==> src/rtl/uart_rx_monitor.sv <==
// 8N1 UART receiver with oversampled decode, FWFT byte FIFO, framing/overflow
// flags and an optional post-byte idle-line pulse.
module uart_rx_monitor #(
  parameter int CLK_DIV      = 16,
  parameter int FIFO_DEPTH   = 8,
  parameter int IDLE_TIMEOUT = 0
) (
  input  logic                          clk,
  input  logic                          rstn,
  input  logic                          rxd,
  output logic [7:0]                    data_o,
  output logic                          valid_o,
  input  logic                          ready_i,
  output logic                          busy_o,
  output logic                          frame_err_o,
  output logic                          overflow_o,
  input  logic                          clr_i,
  output logic                          idle_o,
  output logic [$clog2(FIFO_DEPTH):0]   level_o
);
  localparam int CW        = $clog2(CLK_DIV);
  localparam int AW        = $clog2(FIFO_DEPTH);
  localparam int LW        = AW + 1;
  localparam int IDLE_CYC  = IDLE_TIMEOUT * CLK_DIV;
  localparam int IW        = (IDLE_CYC > 1) ? $clog2(IDLE_CYC) : 1;
  localparam int IDLE_LAST = (IDLE_CYC > 0) ? IDLE_CYC - 1 : 0;
  localparam logic [CW-1:0] HALF_LOAD = CW'(CLK_DIV / 2 - 1);
  localparam logic [CW-1:0] BIT_LOAD  = CW'(CLK_DIV - 1);

  typedef enum logic [2:0] {IDLE, START, DATA, STOP, BREAK} state_t;

  logic          sync1, rxd_s, rxd_d;
  logic [1:0]    fill;
  logic          fall;
  state_t        state;
  logic [CW-1:0] cnt;
  logic [2:0]    bit_cnt;
  logic [7:0]    shreg;
  logic          push, pop, full, push_ok, drop;
  logic [7:0]    mem [FIFO_DEPTH];
  logic [AW-1:0] wr_ptr, rd_ptr, rd_next;
  logic [LW-1:0] level, level_pop, level_next;
  logic [7:0]    head;
  logic          idle_armed;
  logic [IW-1:0] idle_cnt;

  // NOTE: every register in this file uses non-blocking assignments so all
  // flops update together and simulation order cannot change the result.
  always_ff @(posedge clk or negedge rstn) begin
    if (!rstn) begin
      sync1 <= 1'b1;
      rxd_s <= 1'b1;
      rxd_d <= 1'b1;
      fill  <= 2'd0;
    end else begin
      sync1 <= rxd;
      rxd_s <= sync1;
      rxd_d <= rxd_s;
      if (fill != 2'd3) fill <= fill + 2'd1;
    end
  end

  // Edges only count once rxd_d holds a real sample, so a line already low
  // when reset releases is never taken as a start bit.
  assign fall = (fill == 2'd3) && rxd_d && !rxd_s;

  always_ff @(posedge clk or negedge rstn) begin
    if (!rstn) begin
      state       <= IDLE;
      cnt         <= '0;
      bit_cnt     <= '0;
      shreg       <= '0;
      frame_err_o <= 1'b0;
    end else begin
      frame_err_o <= 1'b0;
      case (state)
        IDLE: if (fall) begin
          state   <= START;
          cnt     <= HALF_LOAD;
          bit_cnt <= '0;
        end
        START: begin
          if (cnt != '0) cnt <= cnt - 1'b1;
          else if (rxd_s) state <= IDLE;
          else begin
            state <= DATA;
            cnt   <= BIT_LOAD;
          end
        end
        DATA: begin
          if (cnt != '0) cnt <= cnt - 1'b1;
          else begin
            shreg   <= {rxd_s, shreg[7:1]};
            cnt     <= BIT_LOAD;
            bit_cnt <= bit_cnt + 3'd1;
            if (bit_cnt == 3'd7) state <= STOP;
          end
        end
        STOP: begin
          if (cnt != '0) cnt <= cnt - 1'b1;
          else if (rxd_s) state <= IDLE;
          else begin
            frame_err_o <= 1'b1;
            state       <= BREAK;
          end
        end
        BREAK: if (rxd_s) state <= IDLE;
        default: state <= IDLE;
      endcase
    end
  end

  assign push    = (state == STOP) && (cnt == '0) && rxd_s;
  assign pop     = valid_o && ready_i;
  assign full    = (level == LW'(FIFO_DEPTH));
  assign push_ok = push && (!full || pop);
  assign drop    = push && full && !pop;

  // NOTE: every signal gets a default before any condition so no latch forms.
  always_comb begin
    rd_next    = pop ? rd_ptr + 1'b1 : rd_ptr;
    level_pop  = level - {{(LW-1){1'b0}}, pop};
    level_next = level_pop + {{(LW-1){1'b0}}, push_ok};
  end

  // NOTE: the storage array is deliberately not reset; pointers and level
  // alone decide which entries are meaningful.
  always_ff @(posedge clk) begin
    if (push_ok && !clr_i) mem[wr_ptr] <= shreg;
  end

  always_ff @(posedge clk or negedge rstn) begin
    if (!rstn) begin
      wr_ptr     <= '0;
      rd_ptr     <= '0;
      level      <= '0;
      overflow_o <= 1'b0;
      head       <= '0;
    end else if (clr_i) begin
      wr_ptr     <= '0;
      rd_ptr     <= '0;
      level      <= '0;
      overflow_o <= 1'b0;
    end else begin
      if (push_ok) wr_ptr <= wr_ptr + 1'b1;
      rd_ptr <= rd_next;
      level  <= level_next;
      if (drop) overflow_o <= 1'b1;
      // Head register gives fall-through data and holds the last byte when empty.
      if (level_next != '0)
        head <= (push_ok && level_pop == '0) ? shreg : mem[rd_next];
    end
  end

  always_ff @(posedge clk or negedge rstn) begin
    if (!rstn) begin
      idle_armed <= 1'b0;
      idle_cnt   <= '0;
      idle_o     <= 1'b0;
    end else begin
      idle_o <= 1'b0;
      if (IDLE_TIMEOUT == 0) begin
        idle_armed <= 1'b0;
      end else if (push_ok && !clr_i) begin
        idle_armed <= 1'b1;
        idle_cnt   <= '0;
      end else if (idle_armed && state == IDLE) begin
        if (fall) idle_armed <= 1'b0;
        else if (rxd_s) begin
          if (idle_cnt == IW'(IDLE_LAST)) begin
            idle_o     <= 1'b1;
            idle_armed <= 1'b0;
          end else begin
            idle_cnt <= idle_cnt + 1'b1;
          end
        end
      end
    end
  end

  assign data_o  = head;
  assign valid_o = (level != '0);
  assign level_o = level;
  assign busy_o  = (state != IDLE);

endmodule

==> config.mk <==
export PLATFORM = sky130hd
export DESIGN_NAME = uart_rx_monitor
export DESIGN_NICKNAME = d
export VERILOG_FILES = /design/src/rtl/uart_rx_monitor.sv
export SDC_FILE = /design/constraint.sdc
export NUM_CORES = 1
export LEC_CHECK = 0
export ABC_CLOCK_PERIOD_IN_PS = 6900
export CORE_MARGIN = 10
export CORE_UTILIZATION = 65
export CTS_CLUSTER_SIZE = 28
export DETAILED_ROUTE_END_ITERATION = 16
export GPL_ROUTABILITY_DRIVEN = 0
export PLACE_DENSITY = 0.92
export SLEW_MARGIN = 20
export SYNTH_ARGS = -nofsm -noshare
export SYNTH_HDL_FRONTEND = slang
export SYNTH_SLANG_ARGS = --single-unit
==> constraint.sdc <==
create_clock -name clk -period 6.9 [get_ports clk]
set_input_delay 1.38 -clock clk [delete_from_list [all_inputs] [get_ports clk]]
set_output_delay 1.38 -clock clk [all_outputs]
set_load 0.01 [all_outputs]
==> results.sh <==
export IMPL_status="finished, final reports clean"
export IMPL_synth_ff_latch_count=107
export IMPL_hold_class="flop to flop"
export IMPL_drive_gt1_frac=0.190
export IMPL_cp_slowest_stage_delay_ns=0.66
export IMPL_cts_repair_resized=0
export IMPL_report_final_slew_viol_count=0
export IMPL_worst_hold_path_num_cells=0
export IMPL_die_y_um=111
export IMPL_min_delay_start="sync1"
export IMPL_crit_chain="clkdlybuf4s50_1 -> nand2b_1 -> nor4_1 -> nor2_1 -> ha_1 -> nor2b_1 -> and3_1 -> mux2i_1 -> and2_2 -> o221ai_2"
export IMPL_synth_compound_gate_area_share=0.0703
export IMPL_max_slew_margin_rel=0.299
export IMPL_numClockSinks=107
export IMPL_worst_ep_required_time_ns=7.15
export IMPL_leakage_power_summed_over_all_cells_nw=2.22
export IMPL_detailroute_wirelength_met3_um=627
export IMPL_cts_inserted_buffers=9
export IMPL_grt_max_degree=44
export IMPL_clk_insertion_delay_late_ns=0.37
export IMPL_placement_io_buffers=20
export IMPL_insertedDiodeCount=0
export IMPL_ys_seq_area_frac=0.562
export IMPL_clock_skew_final_ns=0.0120
export IMPL_vias=3306
export IMPL_grt_first_pass_wirelength_mm=17.2
export IMPL_setup_viol=0
export IMPL_synthesis_yosys_warnings=0
export IMPL_tritoncts="built"
export IMPL_synthSimpleGateAreaFrac=0.107
export IMPL_worstPathMaxFanout=11
export IMPL_initial_drt_pass_iterations=5
export IMPL_synth_top_family_by_area="multiplexers"
export IMPL_ys_dominant_reg_cell="sky130_fd_sc_hd__edfxtp_1"
export IMPL_rr_worst_depth=11
export IMPL_cts_root_buf="sky130_fd_sc_hd__clkbuf_8"
export IMPL_setup_worst_path_class="primary input to flop"
export IMPL_end_kind="flop"
export IMPL_drt_iter0_markers=184
export IMPL_route_detailed_vias_per_inst=6.60
export IMPL_totalPowerFinal_mw=2.20
export IMPL_place_hpwl_mm=7.23
export IMPL_fp_coreArea_mm2=0.00785
export IMPL_worst_setup_path_startpoint="ready_i"
export IMPL_syn_num_nets=396
export IMPL_floorplan_initialDensity=0.680
export IMPL_fin_setup_tns_ns=0
export IMPL_synth_async_sr_flop_share=0.402
export IMPL_post_route_drc_count=0
export IMPL_final_cell_count_no_fill=501
export IMPL_powerDensity_mw_per_mm2=380
export IMPL_routedWlPerCell_um=21.2
export IMPL_route_antenna_remaining_nets=0
export IMPL_postCtsSetupRepairBufs=0
export IMPL_htree_num_levels=3
export IMPL_synth_enable_flop_cells=64
export IMPL_globalRoute_totalOverflow=0
export IMPL_top_layer_used="met4"
export IMPL_rows=32
export IMPL_globalRouteTotalUtil=0.173
export IMPL_met2RoutedLength_mm=5.48
export IMPL_fin_crit_sh=0.650
export IMPL_final_nets=410
export IMPL_clock_buffer_depth=2
export IMPL_rsz0062_at_grt="no"
export IMPL_maxCapViolations=0
export IMPL_dieWidth_um=111
export IMPL_end_point_of_the_most_critical_hold_path="rxd_s"
export IMPL_worst_ep_arrival_time_ns=4.73
export IMPL_number_of_antenna_violations_at_the_first_check_in_global_routing=0
export IMPL_io_pins=22
export IMPL_achievable_frequency_ghz=0.223
export IMPL_yosys_mux_area_fraction=0.177
export IMPL_wirelength_mm=10.6
export IMPL_synth_cells=380
export IMPL_min_period_ns=4.48
export IMPL_worst_setup_hold_path_clk_slew_ns=0.09
export IMPL_routedLengthMet1_mm=4.25
export IMPL_max_slew_worst_pin_slew_ns=1.05
export IMPL_worst_ir_drop_vdd_mv=0.184
export IMPL_critical_path_slowest_cell="sky130_fd_sc_hd__nor4_1"
export IMPL_r2r_slack_ns=3.33
export IMPL_worst_setup_path_start_kind="primary input"
export IMPL_area_growth_synth_to_final_pct=8.37
export IMPL_post_synth_xor_area_fraction=0.0183
export IMPL_synth_avg_cell_area_um2=14.0
export IMPL_finalHoldViolCount=0
export IMPL_synth_area_mm2=0.00534
export IMPL_post_place_cells=485
export IMPL_crit_reg2reg_launch="level_o[1]"
export IMPL_die_area_mm2=0.0122
export IMPL_grt_pass1_vias=3367
export IMPL_cts_hold_buf=0
export IMPL_regToRegEndpoint="data_o[7]"
export IMPL_post_synth_num_cell_types=55
export IMPL_synth_adder_area_share=0.0277
## per-stage QoR
step	worst slack (ns)	hold slack [ns]	utilization	area [um^2]
2_1_floorplan	3.13	0.345	-	5340
3_3_place_gp	2.33	0.347	0.709	5560
3_5_place_dp	2.13	0.349	0.709	5560
4_1_cts	2.45	0.363	0.737	5790
5_1_grt	2.19	0.368	0.737	5790
6_report	2.42	0.361	0.737	5790
## flip-flops by register name, summed over array words and instances, names as in the netlist, 3 cells and up
name / cells
data_o: 8
bit_cnt: 3
state: 3
mem: 64
level_o: 4
shreg: 8
wr_ptr: 3
rd_ptr: 3
cnt: 4
## placed cells by master, fill, tap and decap left out, drive strengths merged, types with 8 or more instances in the layout
| master | instances |
|---|---|
| o221ai | 8 |
| and3 | 11 |
| nor2 | 20 |
| ha | 11 |
| mux2 | 17 |
| inv | 14 |
| edfxtp | 64 |
| nor3 | 15 |
| clkdlybuf4s50 | 19 |
| mux4 | 24 |
| nand2 | 38 |
| dfrtp | 40 |
| a211oi | 8 |
| mux2i | 18 |
| nand3 | 11 |
| clkbuf | 13 |
## critical path, delay by kind of cell
| family | cells | cell delay [ns] |
|---|---|---|
| multiplexers | 1 | 0.62 |
| AND/OR/NAND/NOR | 6 | 1.86 |
| adder cells (fa/ha/maj) | 1 | 0.27 |
| AO/OA/AOI/OAI | 1 | 0.12 |
| buffers and inverters | 1 | 0.46 |
## cells by family after synthesis
logic type	after synthesis
xor+xnor	9
fa+ha+maj	12
other cells	1
compound gates	41
buf+inv	36
flops	107
mux	59
simple gates	115
## power by group
| part | switching [mW] | total (mW) | internal [mW] |
|---|---|---|---|
| Combinational | 0.462 | 0.923 | 0.461 |
| Sequential | 0.121 | 0.861 | 0.739 |
| Clock | 0.205 | 0.417 | 0.212 |
| Total | 0.788 | 2.20 | 1.41 |
## worst max-delay path by stage
stage               slack [ns]        end  cells after the start
floorplan                 3.13  data_o[0]                     10
global placement          2.33  data_o[4]                     10
detailed placement        2.13  data_o[7]                     10
CTS                       2.45  data_o[7]                     10
global route              2.19  data_o[7]                     10
finish                    2.42  data_o[7]                     10
## metal layers
layer,up-vias,global-route usage
li1,1473,-
met1,1679,0.212
met2,128,0.293
met3,26,0.0308
met4,0,0.0717
met5,-,0
## area by class of cell
type,count,area [um^2]
clock inverters,3,43.8
clock buffers,13,181
inverters,14,55.1
repair buffers,25,233
well taps,102,128
fillers,497,2060
flip-flops and latches,107,3000
multi-input cells,237,2140
## synth_stat cells, types with 10 or more instances
master,n,area (um^2)
sky130_fd_sc_hd__edfxtp_1,64,1920
sky130_fd_sc_hd__dfrtp_1,40,1000
sky130_fd_sc_hd__nand2_1,37,139
sky130_fd_sc_hd__nor2_1,20,75.1
sky130_fd_sc_hd__mux2i_1,18,180
sky130_fd_sc_hd__nor3_1,15,75.1
sky130_fd_sc_hd__inv_1,13,48.8
sky130_fd_sc_hd__mux2_2,13,146
sky130_fd_sc_hd__mux4_2,12,270
sky130_fd_sc_hd__ha_1,11,138
sky130_fd_sc_hd__nand3_1,11,55.1
sky130_fd_sc_hd__and3_1,10,62.6
Power figures use the tool's default switching activity.
